==> src/rtl/load_store_unit_rq_pkg.sv <==
// Shared microop encodings, replay-queue entry layout and exception codes for the LSU.
// Pure declarations: no latency, no backpressure.
// Widths here match the LSU defaults; the queue entry type is built from them.
package lsu_pkg;
    localparam int LSU_ADDR_BITS  = 32;
    localparam int LSU_MICROOP    = 5;
    localparam int LSU_R_WIDTH    = 6;
    localparam int LSU_ROB_TICKET = 3;

    localparam logic [LSU_MICROOP-1:0] LW  = 5'b00001;
    localparam logic [LSU_MICROOP-1:0] LH  = 5'b00010;
    localparam logic [LSU_MICROOP-1:0] LHU = 5'b00011;
    localparam logic [LSU_MICROOP-1:0] LB  = 5'b00100;
    localparam logic [LSU_MICROOP-1:0] LBU = 5'b00101;
    localparam logic [LSU_MICROOP-1:0] SW  = 5'b00110;
    localparam logic [LSU_MICROOP-1:0] SH  = 5'b00111;
    localparam logic [LSU_MICROOP-1:0] SB  = 5'b01000;

    localparam logic [3:0] EXC_LD_MISALIGN = 4'd4;

    typedef struct packed {
        logic [LSU_ADDR_BITS-1:0]  addr;
        logic [LSU_MICROOP-1:0]    microop;
        logic [LSU_R_WIDTH-1:0]    dest;
        logic [LSU_ROB_TICKET-1:0] ticket;
    } lq_entry_t;

    function automatic logic is_load(input logic [LSU_MICROOP-1:0] u);
        return u inside {LW, LH, LHU, LB, LBU};
    endfunction

    function automatic logic is_store(input logic [LSU_MICROOP-1:0] u);
        return u inside {SW, SH, SB};
    endfunction
endpackage

==> src/rtl/load_store_unit_rq_if.sv <==
// Bundle of every LSU-facing signal: issue handshake, ROB forward port, store and cache-load requests.
// Wires only: no latency; in_valid/in_ready carries the only backpressure.
// master = issue/ROB/cache environment, slave = the LSU itself.
interface load_store_unit_rq_if #(
    parameter int DATA_WIDTH = 32,
    parameter int ADDR_BITS  = 32,
    parameter int R_WIDTH    = 6,
    parameter int MICROOP    = 5,
    parameter int ROB_TICKET = 3
);
    logic                  flush;
    logic                  in_valid;
    logic                  in_ready;
    logic                  busy_fu;
    logic [MICROOP-1:0]    in_microop;
    logic [R_WIDTH-1:0]    in_dest;
    logic [ROB_TICKET-1:0] in_ticket;
    logic [DATA_WIDTH-1:0] in_data1;
    logic [DATA_WIDTH-1:0] in_data2;
    logic [DATA_WIDTH-1:0] in_imm;

    logic [ADDR_BITS-1:0]  frw_address;
    logic [MICROOP-1:0]    frw_microop;
    logic [DATA_WIDTH-1:0] frw_data;
    logic                  frw_valid;
    logic                  frw_stall;

    logic                  cache_writeback_valid;
    logic                  cache_load_blocked;

    logic                  store_valid;
    logic [ADDR_BITS-1:0]  store_address;
    logic [DATA_WIDTH-1:0] store_data;
    logic [MICROOP-1:0]    store_microop;
    logic [ROB_TICKET-1:0] store_ticket;

    logic                  cache_load_valid;
    logic [ADDR_BITS-1:0]  cache_load_addr;
    logic [R_WIDTH-1:0]    cache_load_dest;
    logic [MICROOP-1:0]    cache_load_microop;
    logic [ROB_TICKET-1:0] cache_load_ticket;

    logic                  fu_valid;
    logic [R_WIDTH-1:0]    fu_dest;
    logic [ROB_TICKET-1:0] fu_ticket;
    logic [DATA_WIDTH-1:0] fu_data;
    logic                  fu_exc_valid;
    logic [3:0]            fu_exc_cause;

    modport master (
        output flush, in_valid, in_microop, in_dest, in_ticket, in_data1, in_data2, in_imm,
               frw_data, frw_valid, frw_stall, cache_writeback_valid, cache_load_blocked,
        input  in_ready, busy_fu, frw_address, frw_microop,
               store_valid, store_address, store_data, store_microop, store_ticket,
               cache_load_valid, cache_load_addr, cache_load_dest, cache_load_microop, cache_load_ticket,
               fu_valid, fu_dest, fu_ticket, fu_data, fu_exc_valid, fu_exc_cause
    );

    modport slave (
        input  flush, in_valid, in_microop, in_dest, in_ticket, in_data1, in_data2, in_imm,
               frw_data, frw_valid, frw_stall, cache_writeback_valid, cache_load_blocked,
        output in_ready, busy_fu, frw_address, frw_microop,
               store_valid, store_address, store_data, store_microop, store_ticket,
               cache_load_valid, cache_load_addr, cache_load_dest, cache_load_microop, cache_load_ticket,
               fu_valid, fu_dest, fu_ticket, fu_data, fu_exc_valid, fu_exc_cause
    );
endinterface

==> src/rtl/load_store_unit_rq_align.sv <==
// Extracts and extends a byte/half/word from a forwarded word and flags misaligned loads.
// Latency: combinational. Backpressure: none.
module load_data_align
    import lsu_pkg::*;
(
    input  logic [31:0]            word,
    input  logic [1:0]             lane,
    input  logic [LSU_MICROOP-1:0] microop,
    output logic [31:0]            result,
    output logic                   exc_valid,
    output logic [3:0]             exc_cause
);
    logic [7:0]  byte_sel;
    logic [15:0] half_sel;

    always_comb begin
        byte_sel  = word[{lane, 3'b000} +: 8];
        half_sel  = lane[1] ? word[31:16] : word[15:0];
        result    = word;
        exc_valid = 1'b0;
        case (microop)
            LW:  exc_valid = (lane != 2'd0);
            LH:  begin result = {{16{half_sel[15]}}, half_sel}; exc_valid = lane[0]; end
            LHU: begin result = {16'h0000, half_sel};           exc_valid = lane[0]; end
            LB:  result = {{24{byte_sel[7]}}, byte_sel};
            LBU: result = {24'h000000, byte_sel};
            default: result = word;
        endcase
        exc_cause = exc_valid ? EXC_LD_MISALIGN : 4'd0;
    end
endmodule

==> src/rtl/load_store_unit_rq.sv <==
// Two-stage load/store unit (AGU, then issue) with an in-order load replay queue; optional LSU_REPLAY_STATS_EN adds replay_cnt.
// Latency: stores and forwarded/issued loads appear the cycle after acceptance; replayed loads wait in the queue.
// Backpressure: in_ready drops only when the queue is full, its head cannot pop and stage 2 holds a load.
module load_store_unit_rq
    import lsu_pkg::*;
#(
    parameter int DATA_WIDTH = 32,
    parameter int ADDR_BITS  = 32,
    parameter int R_WIDTH    = 6,
    parameter int MICROOP    = 5,
    parameter int ROB_TICKET = 3,
    parameter int LQ_DEPTH   = 4
) (
    input  logic clk,
    input  logic rst,
    load_store_unit_rq_if.slave bus
`ifdef LSU_REPLAY_STATS_EN
    ,
    output logic [31:0] replay_cnt
`endif
);
    localparam int PTR_W = $clog2(LQ_DEPTH);
    localparam int CNT_W = PTR_W + 1;

    lq_entry_t             s2_op;
    logic                  s2_valid;
    logic [DATA_WIDTH-1:0] s2_store_data;
    lq_entry_t             lq_mem [LQ_DEPTH];
    logic [PTR_W-1:0]      head;
    logic [PTR_W-1:0]      tail;
    logic [CNT_W-1:0]      count;

    lq_entry_t             owner;
    logic [ADDR_BITS-1:0]  agu_addr;
    logic [31:0]           align_data;
    logic                  align_exc;
    logic [3:0]            align_cause;
    logic                  q_nonempty, q_full, s2_is_load, s2_is_store;
    logic                  owner_vld, hit, issue, pop, push, s2_done, in_ready, accept;

    assign agu_addr    = ADDR_BITS'(bus.in_data1 + bus.in_imm);
    assign q_nonempty  = (count != '0);
    assign q_full      = (count == CNT_W'(LQ_DEPTH));
    assign s2_is_load  = is_load(s2_op.microop);
    assign s2_is_store = is_store(s2_op.microop);

    // The queue head owns the forward port so older replayed loads always resolve first.
    assign owner     = q_nonempty ? lq_mem[head] : s2_op;
    assign owner_vld = q_nonempty | (s2_valid & s2_is_load);
    assign hit       = owner_vld & bus.frw_valid;
    assign issue     = owner_vld & ~bus.frw_valid & ~bus.frw_stall
                     & ~bus.cache_writeback_valid & ~bus.cache_load_blocked;
    assign pop       = q_nonempty & (hit | issue);
    assign push      = s2_valid & s2_is_load & (q_nonempty ? (~q_full | pop) : ~(hit | issue));
    assign s2_done   = ~s2_is_load | ~q_nonempty | ~q_full | pop;
    assign in_ready  = ~s2_valid | s2_done;
    assign accept    = bus.in_valid & in_ready & ~bus.flush;

    always_ff @(posedge clk or posedge rst) begin
        if (rst) begin
            s2_valid      <= 1'b0;
            s2_op         <= '0;
            s2_store_data <= '0;
        end else if (bus.flush) begin
            s2_valid <= 1'b0;
        end else if (accept) begin
            s2_valid      <= 1'b1;
            s2_op         <= '{addr: agu_addr, microop: bus.in_microop, dest: bus.in_dest, ticket: bus.in_ticket};
            s2_store_data <= bus.in_data2;
        end else if (s2_done) begin
            s2_valid <= 1'b0;
        end
    end

    always_ff @(posedge clk or posedge rst) begin
        if (rst) begin
            head  <= '0;
            tail  <= '0;
            count <= '0;
        end else if (bus.flush) begin
            head  <= '0;
            tail  <= '0;
            count <= '0;
        end else begin
            if (push) tail <= PTR_W'(tail + 1'b1);
            if (pop)  head <= PTR_W'(head + 1'b1);
            count <= count + CNT_W'(push) - CNT_W'(pop);
        end
    end

    // Entries past count are dead, so the payload array needs no reset.
    always_ff @(posedge clk) begin
        if (push && !bus.flush) lq_mem[tail] <= s2_op;
    end

`ifdef LSU_REPLAY_STATS_EN
    always_ff @(posedge clk or posedge rst) begin
        if (rst)
            replay_cnt <= '0;
        else if (push && !bus.flush && replay_cnt != 32'hFFFF_FFFF)
            replay_cnt <= replay_cnt + 32'd1;
    end
`endif

    load_data_align u_align (
        .word      (bus.frw_data),
        .lane      (owner.addr[1:0]),
        .microop   (owner.microop),
        .result    (align_data),
        .exc_valid (align_exc),
        .exc_cause (align_cause)
    );

    assign bus.in_ready           = in_ready;
    assign bus.busy_fu            = ~in_ready;
    assign bus.frw_address        = owner.addr;
    assign bus.frw_microop        = owner.microop;
    assign bus.store_valid        = s2_valid & s2_is_store;
    assign bus.store_address      = s2_op.addr;
    assign bus.store_data         = s2_store_data;
    assign bus.store_microop      = s2_op.microop;
    assign bus.store_ticket       = s2_op.ticket;
    assign bus.cache_load_valid   = issue;
    assign bus.cache_load_addr    = owner.addr;
    assign bus.cache_load_dest    = owner.dest;
    assign bus.cache_load_microop = owner.microop;
    assign bus.cache_load_ticket  = owner.ticket;
    assign bus.fu_valid           = hit;
    assign bus.fu_dest            = owner.dest;
    assign bus.fu_ticket          = owner.ticket;
    assign bus.fu_data            = align_data;
    assign bus.fu_exc_valid       = hit & align_exc;
    assign bus.fu_exc_cause       = align_cause;
endmodule

==> src/flat_wrapper.sv <==
// flat-port wrapper written by rule: the top's interface ports become plain ports
module load_store_unit_rq_flat import lsu_pkg::*;
#(
    parameter int DATA_WIDTH = 32,
    parameter int ADDR_BITS  = 32,
    parameter int R_WIDTH    = 6,
    parameter int MICROOP    = 5,
    parameter int ROB_TICKET = 3,
    parameter int LQ_DEPTH   = 4
)
  (clk, rst, bus_flush, bus_in_valid, bus_in_microop, bus_in_dest, bus_in_ticket, bus_in_data1, bus_in_data2, bus_in_imm, bus_frw_data, bus_frw_valid, bus_frw_stall, bus_cache_writeback_valid, bus_cache_load_blocked, bus_in_ready, bus_busy_fu, bus_frw_address, bus_frw_microop, bus_store_valid, bus_store_address, bus_store_data, bus_store_microop, bus_store_ticket, bus_cache_load_valid, bus_cache_load_addr, bus_cache_load_dest, bus_cache_load_microop, bus_cache_load_ticket, bus_fu_valid, bus_fu_dest, bus_fu_ticket, bus_fu_data, bus_fu_exc_valid, bus_fu_exc_cause);
  load_store_unit_rq_if #(.DATA_WIDTH(DATA_WIDTH), .ADDR_BITS(ADDR_BITS), .R_WIDTH(R_WIDTH), .MICROOP(MICROOP), .ROB_TICKET(ROB_TICKET)) bus_i ();
  input  logic clk;
  input  logic rst;
  input wire logic [$bits(bus_i.flush)-1:0] bus_flush;
  input wire logic [$bits(bus_i.in_valid)-1:0] bus_in_valid;
  input wire logic [$bits(bus_i.in_microop)-1:0] bus_in_microop;
  input wire logic [$bits(bus_i.in_dest)-1:0] bus_in_dest;
  input wire logic [$bits(bus_i.in_ticket)-1:0] bus_in_ticket;
  input wire logic [$bits(bus_i.in_data1)-1:0] bus_in_data1;
  input wire logic [$bits(bus_i.in_data2)-1:0] bus_in_data2;
  input wire logic [$bits(bus_i.in_imm)-1:0] bus_in_imm;
  input wire logic [$bits(bus_i.frw_data)-1:0] bus_frw_data;
  input wire logic [$bits(bus_i.frw_valid)-1:0] bus_frw_valid;
  input wire logic [$bits(bus_i.frw_stall)-1:0] bus_frw_stall;
  input wire logic [$bits(bus_i.cache_writeback_valid)-1:0] bus_cache_writeback_valid;
  input wire logic [$bits(bus_i.cache_load_blocked)-1:0] bus_cache_load_blocked;
  output wire logic [$bits(bus_i.in_ready)-1:0] bus_in_ready;
  output wire logic [$bits(bus_i.busy_fu)-1:0] bus_busy_fu;
  output wire logic [$bits(bus_i.frw_address)-1:0] bus_frw_address;
  output wire logic [$bits(bus_i.frw_microop)-1:0] bus_frw_microop;
  output wire logic [$bits(bus_i.store_valid)-1:0] bus_store_valid;
  output wire logic [$bits(bus_i.store_address)-1:0] bus_store_address;
  output wire logic [$bits(bus_i.store_data)-1:0] bus_store_data;
  output wire logic [$bits(bus_i.store_microop)-1:0] bus_store_microop;
  output wire logic [$bits(bus_i.store_ticket)-1:0] bus_store_ticket;
  output wire logic [$bits(bus_i.cache_load_valid)-1:0] bus_cache_load_valid;
  output wire logic [$bits(bus_i.cache_load_addr)-1:0] bus_cache_load_addr;
  output wire logic [$bits(bus_i.cache_load_dest)-1:0] bus_cache_load_dest;
  output wire logic [$bits(bus_i.cache_load_microop)-1:0] bus_cache_load_microop;
  output wire logic [$bits(bus_i.cache_load_ticket)-1:0] bus_cache_load_ticket;
  output wire logic [$bits(bus_i.fu_valid)-1:0] bus_fu_valid;
  output wire logic [$bits(bus_i.fu_dest)-1:0] bus_fu_dest;
  output wire logic [$bits(bus_i.fu_ticket)-1:0] bus_fu_ticket;
  output wire logic [$bits(bus_i.fu_data)-1:0] bus_fu_data;
  output wire logic [$bits(bus_i.fu_exc_valid)-1:0] bus_fu_exc_valid;
  output wire logic [$bits(bus_i.fu_exc_cause)-1:0] bus_fu_exc_cause;
  assign bus_i.flush = bus_flush;
  assign bus_i.in_valid = bus_in_valid;
  assign bus_i.in_microop = bus_in_microop;
  assign bus_i.in_dest = bus_in_dest;
  assign bus_i.in_ticket = bus_in_ticket;
  assign bus_i.in_data1 = bus_in_data1;
  assign bus_i.in_data2 = bus_in_data2;
  assign bus_i.in_imm = bus_in_imm;
  assign bus_i.frw_data = bus_frw_data;
  assign bus_i.frw_valid = bus_frw_valid;
  assign bus_i.frw_stall = bus_frw_stall;
  assign bus_i.cache_writeback_valid = bus_cache_writeback_valid;
  assign bus_i.cache_load_blocked = bus_cache_load_blocked;
  assign bus_in_ready = bus_i.in_ready;
  assign bus_busy_fu = bus_i.busy_fu;
  assign bus_frw_address = bus_i.frw_address;
  assign bus_frw_microop = bus_i.frw_microop;
  assign bus_store_valid = bus_i.store_valid;
  assign bus_store_address = bus_i.store_address;
  assign bus_store_data = bus_i.store_data;
  assign bus_store_microop = bus_i.store_microop;
  assign bus_store_ticket = bus_i.store_ticket;
  assign bus_cache_load_valid = bus_i.cache_load_valid;
  assign bus_cache_load_addr = bus_i.cache_load_addr;
  assign bus_cache_load_dest = bus_i.cache_load_dest;
  assign bus_cache_load_microop = bus_i.cache_load_microop;
  assign bus_cache_load_ticket = bus_i.cache_load_ticket;
  assign bus_fu_valid = bus_i.fu_valid;
  assign bus_fu_dest = bus_i.fu_dest;
  assign bus_fu_ticket = bus_i.fu_ticket;
  assign bus_fu_data = bus_i.fu_data;
  assign bus_fu_exc_valid = bus_i.fu_exc_valid;
  assign bus_fu_exc_cause = bus_i.fu_exc_cause;
  load_store_unit_rq #(.DATA_WIDTH(DATA_WIDTH), .ADDR_BITS(ADDR_BITS), .R_WIDTH(R_WIDTH), .MICROOP(MICROOP), .ROB_TICKET(ROB_TICKET), .LQ_DEPTH(LQ_DEPTH)) u_core (.clk(clk), .rst(rst), .bus(bus_i));
endmodule
==> config.mk <==
export PLATFORM = sky130hd
export DESIGN_NAME = load_store_unit_rq_flat
export DESIGN_NICKNAME = d
export VERILOG_FILES = /design/src/rtl/load_store_unit_rq_pkg.sv /design/src/rtl/load_store_unit_rq_if.sv /design/src/rtl/load_store_unit_rq_align.sv /design/src/rtl/load_store_unit_rq.sv /design/src/flat_wrapper.sv
export SDC_FILE = /design/constraint.sdc
export NUM_CORES = 1
export LEC_CHECK = 0
export ABC_AREA = 1
export BUFFER_PORTS_ARGS = -buffer_cell sky130_fd_sc_hd__buf_2
export CAP_MARGIN = 30
export CORE_MARGIN = 2
export CORE_UTILIZATION = 25
export CTS_BUF_LIST = sky130_fd_sc_hd__clkbuf_2 sky130_fd_sc_hd__clkbuf_4 sky130_fd_sc_hd__clkbuf_8
export DETAILED_ROUTE_END_ITERATION = 7
export GPL_TIMING_DRIVEN = 0
export SYNTH_ARGS = -nofsm -noshare
export SYNTH_HDL_FRONTEND = slang
export SYNTH_SLANG_ARGS = --single-unit
==> constraint.sdc <==
create_clock -name clk -period 7.6 [get_ports clk]
set_input_delay 1.14 -clock clk [delete_from_list [all_inputs] [get_ports clk]]
set_output_delay 1.14 -clock clk [all_outputs]
set_load 0.1 [all_outputs]
After elaboration in Yosys (flattened, before gate mapping)
Memory sizes are Yosys's and may differ from the RTL's. Index checks and enable logic that the tools add are counted. Widths: inputs -> output; s select.

$add $sub $neg: 5. Bitwise logic cells: 30. Multiplexer cells: 16. Shift-type cells: 1. Reduce and logical (&&, ||, !) cells: 11. Equal/unequal tests: 14.

Operator list (count): $pmux 32 s4 (1); $mux 46 (1); $add 32x32->32 (1); $shiftx 32x6->8 (1); $eq 5x3->1 const B (6); $eq 5x2->1 const B (4); $mux 16 (1); $and 1x1->1 (12); $not 1->1 (11); $eq 5x1->1 const B (2); $reduce_bool 3->1 (3); $mux 2 (4); $or 1x1->1 (7); $mux 1 (6); $mux 3 (2); $reduce_bool 2->1 (3); $eq 5x4->1 const B (1); $reduce_bool 5->1 (1); $add 2x1->2 const B (2); $add 3x1->3 (1); $eq 3x3->1 const B (1); $sub 3x1->3 (1); $pmux 1 s2 (1); $reduce_and 2->1 (1); other kinds (3) (3).

Register bits after elaboration: 86. Memories: 1. RAM bits: 184. Input bits: 150. Output and inout bits: 206. Word-level logic and storage cells: 87.

Memory list: u_core.lq_mem (depth 4, bits a word 46, rd ports 1, clocked after memory_dff 0, write ports 1, line load_store_unit_rq.sv:28) `lq_entry_t lq_mem [LQ_DEPTH];`.

Depth between registers and ports, before layout
Gate-level depths: netlist of run 1.

Word-level depth: 16. Gate-level depth with buffers: 15. Depth with buffers taken out: 15.

By module
A second synthesis of run 1 with hierarchy kept.

Cell total of the unflattened synthesis: 1804. Area total of the unflattened synthesis: 14965.6 µm².

Modules (own cells, without submodules): load_store_unit_rq (instances 1, cells each 1579, seq. area each 7677.4 µm², area each 13904.6 µm²); load_data_align (instances 1, cells each 225, seq. area each 0.0 µm², area each 1061.0 µm²).

Worst setup path before layout of run 1
No wires, ideal clock.

Kind: reg-to-output. Start point: reg u_core.count[1]. End point: out bus_fu_dest[0]. Data required time: 6.460 ns. Arrival: 3.916 ns. Buffers on the path: 4. Slack: 2.544 ns. Stages on the path, launching flop included: 8. Path through: dfrtp_1 nor2_2 nand2_4 buf_6 clkbuf_1 clkbuf_1 o21ai_0 buf_4.

Longest elaborated chain between the ends: 2.

RTL lines: start: declaration (line load_store_unit_rq.sv:31) `logic [CNT_W-1:0] count;`; start signal: assignment (line load_store_unit_rq.sv:87) `count <= count + CNT_W'(push) - CNT_W'(pop);`; $reduce_bool 3->1 (line load_store_unit_rq.sv:42) `assign q_nonempty = (count != '0);`; $mux 46 (line load_store_unit_rq.sv:48) `assign owner = q_nonempty ? lq_mem[head] : s2_op;`; end: declaration (line flat_wrapper.sv:43) `output wire logic [$bits(bus_i.fu_dest)-1:0] bus_fu_dest;`.

Every way passes these cells.

Worst setup path after layout of run 1
Start point: reg u_core.count[1]. End point: out bus_frw_address[28].

Longest elaborated chain between the ends: 2.

RTL lines: $reduce_bool 3->1 (line load_store_unit_rq.sv:42); $mux 46 (line load_store_unit_rq.sv:48); end: declaration (line flat_wrapper.sv:30) `output wire logic [$bits(bus_i.frw_address)-1:0] bus_frw_address;`.

Every way passes these cells.

==> impl_metrics.ini, run 1 <==
[status]
outcome = finished, final reports clean

[clocking]
post_cts_resized = 0
clk_pin_slew_ns = 0.06
cts_setup_buffers = 0
cts_hold_buffers = 0
clk_latency_ns = 0.59
cts_htree_levels = 2
cts_buffers = 46
cts_root_buf = clkbuf_8
clock-sinks = 270
cts_buffer_depth = 3
cts_tree = yes

[sta]
finalCriticalPeriod_ns = 4.91
tightest_slew_ns = 0.981
setup_viol = 0
relSlewSlack_pct = 34.6
slew_viol_final = 0
finalSetupTns_ns = 0
fin_skew_ns = 0.0278
hold_viol_final = 0
fin_ws_ns = 2.69
period_share_pct = 64.5
clock.fmax_ghz = 0.204
grt_setup_unrepaired = no

[layout]
multiInputGateArea_um2 = 5860
fin_nets = 2404
fin_area_um2 = 19300
drive_above_1_share_pct = 27.6
fin_util_pct = 31.9
area_growth_pct = 25.9
fillCellCount = 6405
regArea_um2 = 7680

[placed_design]
gp_congestion = 0.914
postPlaceCellArea_um2 = 18200
port_buffers = 352
dp_slack_ns = 3.22
dp_hpwl_mm = 37.6

[worst_setup_path]
critPathSlowestCell = clkbuf_1
cp_data_arrival_time_ns = 3.77
cp_top_family = buffers and inverters
path_cells = nor2_2 > nand2_4 > buf_6 > clkbuf_1 > buf_1 > nor2_1 > a31oi_1 > buf_4 > buf_2
slowest_delay_ns = 0.65
r2r_start = u_core.bus.store_microop[0]
cp.required_ns = 6.46
r2r_cells = 12
cp.buffers_inverters = 5
crit_path_end_kind = output pin
crit_type = reg -> out
path_max_fanout = 10
r2r_slack_ns = 4.40
startpoint_type = flip-flop
reg2reg_to = u_core.lq_mem[2][30]
startpoint = u_core.count[1]

[job]
maxCapViolCount = 0

[floorplan]
core_area_um2 = 60400
fp.dieArea_um2 = 63200
start_util_pct = 25.3
io_pins = 356
row_count = 90
die_h_um = 251
die_w_um = 251

[grt]
antenna_found_initial = 2
track_usage_pct = 15.5
grt_max_degree = 45
overflow = 0
grt_pass1_vias = 12700
grt_pass1_wl_mm = 75.4

[logic_synthesis]
synth.avg_cell_area_um2 = 8.47
synth_most_common_cell = nand2_1
ys_warn_count = 0
synth-seq-cells = 270
yosysTopAreaCell = edfxtp_1
ys_top_cells_by_count = nand2_1, edfxtp_1, inv_1
synth_top_cell_area_share_pct = 36.1
synth_cell_type_count = 46
netlist_instances = 1806
synth.area.top_cells = edfxtp_1, dfrtp_1, nand2_1, o21ai_0, buf_4
synthFlopType = edfxtp_1
synth.yosys.seq_area_share_pct = 50.2
async_flop_share_pct = 31.9
synth_area_um2 = 15300
synth_enable_flop_cells = 184

[drt]
routed_wl_mm = 50.1
drtIter0Drc = 793
first_pass_iters = 6
drc = 0
num_vias = 13400
post_drt_via_cell_ratio = 4.41
wire_per_inst_um = 16.5
ant_nets = 0

[worst_hold_path]
hold_end = u_core.bus.store_data[4]
hold_class = reg -> reg
holdCritStartpoint = u_core.bus.store_data[4]
hold_depth = 2
[flip-flops by register name (all words and copies together) (netlist names)]
register and flops:
u_core.bus.store_address 32, u_core.bus.store_data 32, u_core.bus.store_microop 5, u_core.bus.store_ticket 3
u_core.count 3, u_core.head 2, u_core.lq_mem 184, u_core.s2_op 6
u_core.s2_valid 1, u_core.tail 2
[layout make-up]
class / count / share of cell area, %
inverters: 185 / 3.65
flip-flops and latches: 270 / 39.9
multi-input cells: 1189 / 30.4
repair buffers: 359 / 10.0
clock inverters: 16 / 0.877
plain buffers: 164 / 5.68
diodes: 1 / 0.0130
well taps: 782 / 5.08
clock buffers: 68 / 4.37
[cell usage in the layout (no fill, tap or decap), types with 3 or more instances in the layout]
cell type  netlist  routed
o211ai_1         8       8
clkbuf_4         0      15
buf_6           12      12
clkinv_2         1       5
nor3_1          11      11
clkbuf_8         0      53
nor2_4           1       5
edfxtp_1       184     184
nand2_1        511     511
a31oi_1         15      15
o21ai_0        146     146
buf_2           19     371
buf_4           97      97
nand3_1        129     129
inv_2            4       4
nor2_1         173     169
nand3_2         17      17
dfrtp_1         86      86
inv_1          178     177
nand2_4          4       4
clkinv_1         0       6
buf_12           0       3
clkbuf_1        31      31
nand2_2          8       8
nand3_4          4       4
bufinv_16        0       3
buf_1            5       5
buf_16           0       4
ha_1            37      37
nand3b_1        11      11
conb_1           1       3
o21bai_1         4       4
inv_4            2       3
nand4_1         10      10
o22ai_1         25      25
a21oi_1         36      36
xnor2_1         16      16
[routing by layer]
layer	GRT usage (%)	vias to the layer above	share of wire, %
met5	0	-	0
met4	4.08	0	2.0
met3	1.92	62	5.4
met2	26.9	452	48
met1	20.4	6198	44
li1	-	6659	-
[cells by family (layout without fill, tap and decap cells)]
logic type,after synthesis,in the layout,synth area share (%)
DFF,270,270,50.2
and+or+nand+nor,890,890,25.2
xor gates and xnor gates,18,18,1.03
AOI/OAI and AO/OA,239,239,8.48
buffers and inverters,349,792,11.7
other,1,4,0.0245
adders and majority gates,39,39,3.29
[stage by stage]
step                      instances  hold WS [ns]
after global placement         2942         0.458
after global routing           3034         0.501
after detailed placement       2949         0.460
final                          3034         0.474
after floorplan                1808         0.476
after CTS                      3033         0.477
[tightest hold or removal path, cell delays in order, from the launching register on]
cell,delay [ns]
dfrtp_1,0.34
nand2_1,0.05
nand2_1,0.06
[worst max path at each step]
stage                                end  cells past startpoint
finish               bus_frw_address[28]                      9
CTS                  bus_frw_address[30]                      9
floorplan                 bus_fu_dest[0]                      7
global route         bus_frw_address[30]                      9
detailed placement   bus_frw_address[30]                      9
global placement    u_core.lq_mem[0][27]                     10
Power of run 1 is not shown: default switching activity piles up to over one toggle a cycle in this logic, so the estimate is an artifact.
==> run 2, diff against run 1 <==
==> constraint.sdc (replaced) <==
create_clock -name clk -period 4.35 [get_ports clk]
set_input_delay 0.6525 -clock clk [delete_from_list [all_inputs] [get_ports clk]]
set_output_delay 0.6525 -clock clk [all_outputs]
set_load 0.1 [all_outputs]
==> run 2 against run 1 <==
Clock skew increased by 0.0050 ns; via count is 0.70% lower; worst hold slack worse by 0.34 ns; core utilization is essentially flat; routed wire length fell by 0.20%; first-iteration DRC count is 7.4% higher; global-route usage about the same; die area unchanged.
==> impl_metrics.ini, run 2 (synthesis results as in run 1) <==
[status]
outcome = finished, final reports clean

[floorplan]
fp.dieArea_um2 = 63200
io_pins = 356
die_h_um = 251
core_area_um2 = 60400
start_util_pct = 25.3
row_count = 90
die_w_um = 251

[worst_setup_path]
startpoint_type = flip-flop
cp_data_arrival_time_ns = 3.43
crit_type = reg -> out
r2r_slack_ns = 1.15
path_max_fanout = 10
crit_path_end_kind = output pin
cp.required_ns = 3.70

[sta]
fin_skew_ns = 0.0327
hold_viol_final = 0
tightest_slew_ns = 0.942
whs_ns = 0.134
slew_viol_final = 0
finalCriticalPeriod_ns = 4.09
grt_setup_unrepaired = no
relSlewSlack_pct = 37.2
setup_viol = 0
clock.fmax_ghz = 0.245
fin_ws_ns = 0.263
period_share_pct = 94.0
finalSetupTns_ns = 0

[grt]
track_usage_pct = 15.5
overflow = 0
grt_max_degree = 45
grt_pass1_wl_mm = 75.4
grt_pass1_vias = 12700
antenna_found_initial = 2

[drt]
wire_per_inst_um = 16.5
routed_wl_mm = 50.0
num_vias = 13300
ant_nets = 0
drc = 0
post_drt_via_cell_ratio = 4.38
first_pass_iters = 5
drtIter0Drc = 852

[layout]
regMostFlops = u_core.lq_mem
fin_nets = 2403
final_common_cell = nand2_1
largest_reg_flops = 184
final_cell_mix = nand2_1, buf_2, edfxtp_1, inv_1, nor2_1
area_growth_pct = 25.9
drive_above_1_share_pct = 27.6

[clocking]
cts_htree_levels = 2
clk_latency_ns = 0.59
cts_root_buf = clkbuf_8
cts_buffers = 46
clk_pin_slew_ns = 0.07
cts_buffer_depth = 3
cts_tree = yes
cts_hold_buffers = 0
clock-sinks = 270
cts_setup_buffers = 0
post_cts_resized = 0

[placed_design]
port_buffers = 352
dp_slack_ns = 0.454
dp_hpwl_mm = 37.6
gp_congestion = 0.914

[worst_hold_path]
hold_class = in -> async

[job]
maxCapViolCount = 0
[run 2: cell types whose count changed in the layout (fill, tap and decap cells not counted), sizes merged]
cell	delta
clkbuf	-1
[run 2: final cells by class]
type                            count  area [um2]
Antenna cell                        1        2.50
Multi-Input combinational cell   1189        5860
Clock inverter                     16         169
Tap cell                          782         978
Fill cell                        6404       41100
Buffer                            163        1090
Timing Repair Buffer              359        1930
Inverter                          185         703
Clock buffer                       68         842
Sequential cell                   270        7680
[run 2: worst max-delay path, cell delays in order (launching register included)]
cell,delay [ns]
dfrtp_1,0.34
buf_6,0.14
buf_6,0.14
buf_2,0.25
clkbuf_1,0.48
nor2_1,0.11
nor2_1,0.09
o21ai_0,0.09
a31oi_1,0.59
buf_4,0.21
buf_2,0.41
[run 2: through the flow]
step                      area, um2  cells  utilization (%)
after global placement        18000   2942             29.9
final                         19300   3033             31.9
after floorplan               15300   1808                -
after global routing          19300   3033             31.9
after detailed placement      18200   2949             30.2
after CTS                     19200   3032             31.9
[run 2: final timing paths]
kind | from | to | cells after the start
setup reg to reg | u_core.bus.store_microop[0] | u_core.lq_mem[2][26] | 12
hold reg to reg | u_core.bus.store_data[1] | u_core.bus.store_data[1] | 2
min in group clk | bus_in_data2[29] | u_core.bus.store_data[29] | 3
max in group asynchronous | rst | u_core.head[0] | 3
setup / recovery | u_core.head[0] | bus_frw_address[30] | 10
hold / removal | rst | u_core.bus.store_data[8] | 2
[run 2: layer usage]
metal	track usage (%)	vias up	wire (um)
met4	4.08	0	1010
met5	0	-	0
met1	20.4	6104	22100
li1	-	6651	-
met2	26.9	459	24100
met3	1.92	63	2740
Power of run 2 is left out for the same reason.
